## src/rtl/bit_demux_16.sv

```systemverilog
// bit_demux_16 -- serial-to-parallel bit collector for the multdiv unit.
//
// Accepts one bit per bit_valid cycle and deposits it into one of 16 slots
// of a holding register. The slot is chosen by the capture counter: slot k
// for the k-th accepted bit (MSB_FIRST=0) or slot 15-k (MSB_FIRST=1). After
// the 16th bit the assembled word is presented with a one-cycle done pulse
// and the block returns to IDLE, holding the word until the next start.
//
// Handshake: an input bit is consumed on a rising clock edge exactly when the
// block is in CAPTURE, bit_valid=1 and start=0. There is no back-pressure;
// the producer may leave gaps (bit_valid=0) of any length between bits.
//
// Priority at each edge: reset > start > bit_valid.

module bit_demux_16 #(
  parameter bit MSB_FIRST = 1'b0
) (
  input  logic        clock,
  input  logic        reset,
  input  logic        start,
  input  logic        bit_valid,
  input  logic        bit_in,
  output logic [15:0] word_out,
  output logic [4:0]  count,
  output logic        busy,
  output logic        done,
  output logic        dbg_state
);

  typedef enum logic {
    S_IDLE    = 1'b0,
    S_CAPTURE = 1'b1
  } state_t;

  state_t      r_state;
  logic [15:0] r_word;
  logic [4:0]  r_count;
  logic        r_busy;
  logic        r_done;

  logic [3:0]  w_pos;
  logic        w_write;
  logic        w_last;

  // Slot addressed by the next accepted bit.
  always_comb begin
    w_pos = r_count[3:0];
    if (MSB_FIRST) begin
      w_pos = 4'd15 - r_count[3:0];
    end
  end

  // A bit is consumed only in CAPTURE, without a competing start, and never
  // past the 16th slot (the counter saturates rather than wrapping).
  assign w_write = (r_state == S_CAPTURE) && bit_valid && !start
                   && (r_count != 5'd16);
  assign w_last  = w_write && (r_count == 5'd15);

  // Capture FSM with all outputs registered; done defaults low every cycle.
  always_ff @(posedge clock) begin
    if (reset) begin
      r_state <= S_IDLE;
      r_word  <= 16'h0000;
      r_count <= 5'd0;
      r_busy  <= 1'b0;
      r_done  <= 1'b0;
    end else begin
      r_done <= 1'b0;
      case (r_state)
        S_IDLE: begin
          if (start) begin
            r_word  <= 16'h0000;
            r_count <= 5'd0;
            r_busy  <= 1'b1;
            r_state <= S_CAPTURE;
          end
        end
        S_CAPTURE: begin
          if (start) begin
            // Restart: abandon the partial word, stay in CAPTURE.
            r_word  <= 16'h0000;
            r_count <= 5'd0;
            r_busy  <= 1'b1;
          end else if (w_write) begin
            r_word[w_pos] <= bit_in;
            r_count       <= r_count + 5'd1;
            if (w_last) begin
              r_busy  <= 1'b0;
              r_done  <= 1'b1;
              r_state <= S_IDLE;
            end
          end
        end
        default: begin
          r_state <= S_IDLE;
        end
      endcase
    end
  end

  assign word_out  = r_word;
  assign count     = r_count;
  assign busy      = r_busy;
  assign done      = r_done;
  assign dbg_state = r_state;

endmodule

```

## config.mk

```make
export PLATFORM = sky130hd
export DESIGN_NAME = bit_demux_16
export DESIGN_NICKNAME = d
export VERILOG_FILES = /design/src/rtl/bit_demux_16.sv
export SDC_FILE = /design/constraint.sdc
export NUM_CORES = 1
export LEC_CHECK = 0
export ABC_AREA = 1
export BUFFER_PORTS_ARGS = -buffer_cell sky130_fd_sc_hd__buf_2
export CORE_MARGIN = 2
export CORE_UTILIZATION = 50
export DETAILED_ROUTE_END_ITERATION = 10
export MAX_ROUTING_LAYER = met4
export PLACE_DENSITY = 0.74
export SYNTH_ARGS = -nofsm -noshare
export SYNTH_HDL_FRONTEND = slang
export SYNTH_SLANG_ARGS = --single-unit
```

## constraint.sdc

```tcl
create_clock -name clock -period 2.1 [get_ports clock]
set_clock_uncertainty 0.05 [all_clocks]
set_input_delay 0.42 -clock clock [delete_from_list [all_inputs] [get_ports clock]]
set_output_delay 0.42 -clock clock [all_outputs]
set_load 0.02 [all_outputs]
```

==> flow_summary.ini <==
[outcome]
status = finished, final reports clean

[timing]
finalSetupViolations = 0
setup_tns_ns = 0
rsz0062_at_grt = no
report.final.slew_viol_count = 0
fin_crit_ns = 1.678
final.period_utilization = 0.7991
max_freq_ghz = 0.5959
hold_viol = 0
max_slew_margin = 0.6545
worstMarginPinSlew_ns = 0.5154

[critical_path]
critPathSlowestCell = dfxtp_1
path_buf_inv = 1
start_kind = flip-flop
crit_path_max_incr_delay_ns = 0.63
crit_type = reg -> out
crit_required_ns = 1.63
crit_arrival_ns = 1.21
critPathTopFamily = flip-flops
crit_path_end_kind = primary output
cp_max_fo = 11
crit_chain = buf_2

[floorplanning]
coreArea_sq_um = 2477
initial_core_util = 0.5288
fp.dieH_um = 55.19
ios = 29
dieArea_sq_um = 3045
rows = 18
die_w_um = 55.19

[final_layout]
area_growth_pct = 12.03
final_util = 0.5924
fin_nets = 229
drive_gt1_frac = 0.2166
most-common-layout-cells = nand2_1 (58), buf_2 (28), inv_1 (27), dfxtp_1 (24), nor2_1 (22)
fin_cells = 247
final_common_cell = nand2_1
antennaDiodeCount = 0

[clocking]
cts_buffers = 3
ctsHoldBuffers = 0
cts_tree = yes
cts_root_buffer = clkbuf_4
postCtsSetupRepairBufs = 0
clk_latency_ns = 0.33
clkTransAtPathRegs_ns = 0.13
clock-sinks = 24
cts_resized = 0
cts_max_level = 1
clockBufferDepth = 2

[global_route]
track_usage = 0.2103
grt_pass1_vias = 1050
grt_max_degree = 14
overflow = 0
antenna_found_initial = 0
grt_pass1_wl_um = 4436

[synth]
syn_avg_cell_area_sq_um = 6.823
ys_types = 23
synth_seq_cells = 24
yosysSeqAreaShare = 0.3668
syn-instance-count = 192
synth_warnings = 0
syn_nets = 202
syn-cell-area_sq_um = 1310

[placed_design]
dpl.hpwl_um = 2124
place_inst = 244
portBuffers = 28
gp_congestion = 0.8092

[drt]
top_layer = met4
totalWireLength_um = 2832
wire_per_inst_um = 11.47
drt-met1-wl_um = 1155
vias = 1238
viasPerCell = 5.012
drtIter0Drc = 31
remaining_drc_errors = 0
postRouteAntennaNets = 0
met2WireLength_um = 1483
wl_met3_um = 152
dr.pass1.iters = 4

[power_and_ir_drop]
finalPower_w = 0.0007407
p_leak_nw = 0.7199
power.density_nw_per_um2 = 504.6
ir_drop_mv = 0.4212

[worst_hold_path]
hold_path_class = in -> reg

[flow_run]
maxCapViolCount = 0
power breakdown:
group / leakage [nW] / internal, W / total [W] / switching [W]
registers: 0.194 / 0.000459 / 0.000462 / 0.00000314
logic: 0.512 / 0.0000201 / 0.0000711 / 0.0000510
clock network: 0.0138 / 0.0000675 / 0.000207 / 0.000140
total: 0.720 / 0.000547 / 0.000741 / 0.000194
state kept, by name, indices dropped and copies added, names as in the netlist:
name,count
count,5
dbg_state,1
word_out,16
done,1
busy,1
cell families after synthesis:
group / synth area share
DFF: 0.3668
buffers and inverters: 0.1127
AOI/OAI and AO/OA: 0.1051
adders and majority gates: 0.04776
and+or+nand+nor: 0.3677
worst paths after layout:
path	start	endpoint	slack [ns]	depth (start not counted)
setup / recovery	count[2]	count[2]	0.42	1
hold / removal	start	done	0.30	2
setup reg to reg	count[0]	word_out[15]	0.45	7
hold reg to reg	word_out[5]	word_out[5]	0.42	2
per-layer routing:
metal | global-route usage | up-vias
met5 | - | -
met4 | 0.07724 | 0
met3 | 0.03226 | 4
met2 | 0.3730 | 33
met1 | 0.2384 | 559
li1 | - | 642
cell type report:
type,count,area (sq um)
well taps,30,37.54
fillers,232,1010
clock buffers,3,22.52
flip-flops and latches,24,480.5
multi-input cells,134,681.9
inverters,28,105.1
repair buffers,28,140.1
cell usage after synthesis, drive strengths merged:
| cell type | instances | area (sq um) |
|---|---|---|
| a21oi | 13 | 80.07 |
| buf | 4 | 35.03 |
| clkbuf | 2 | 7.510 |
| dfxtp | 24 | 480.5 |
| ha | 5 | 62.56 |
| inv | 28 | 105.1 |
| nand2 | 64 | 265.3 |
| nand3 | 10 | 62.56 |
| nand4 | 3 | 18.77 |
| nor2 | 25 | 115.1 |
| nor3 | 3 | 20.02 |
| o21a | 1 | 7.510 |
| o21ai | 10 | 50.05 |
metrics by stage:
step,setup WS (ns),cell area [sq um],hold WS [ns]
after floorplan,0.4748,1310,0.4468
after global placement,0.5758,1445,0.3930
after detailed placement,0.4853,1445,0.4032
after CTS,0.4156,1468,0.3018
after global routing,0.2826,1468,0.3151
final,0.4218,1468,0.3013
No activity file was read; power rests on OpenSTA's default activity.
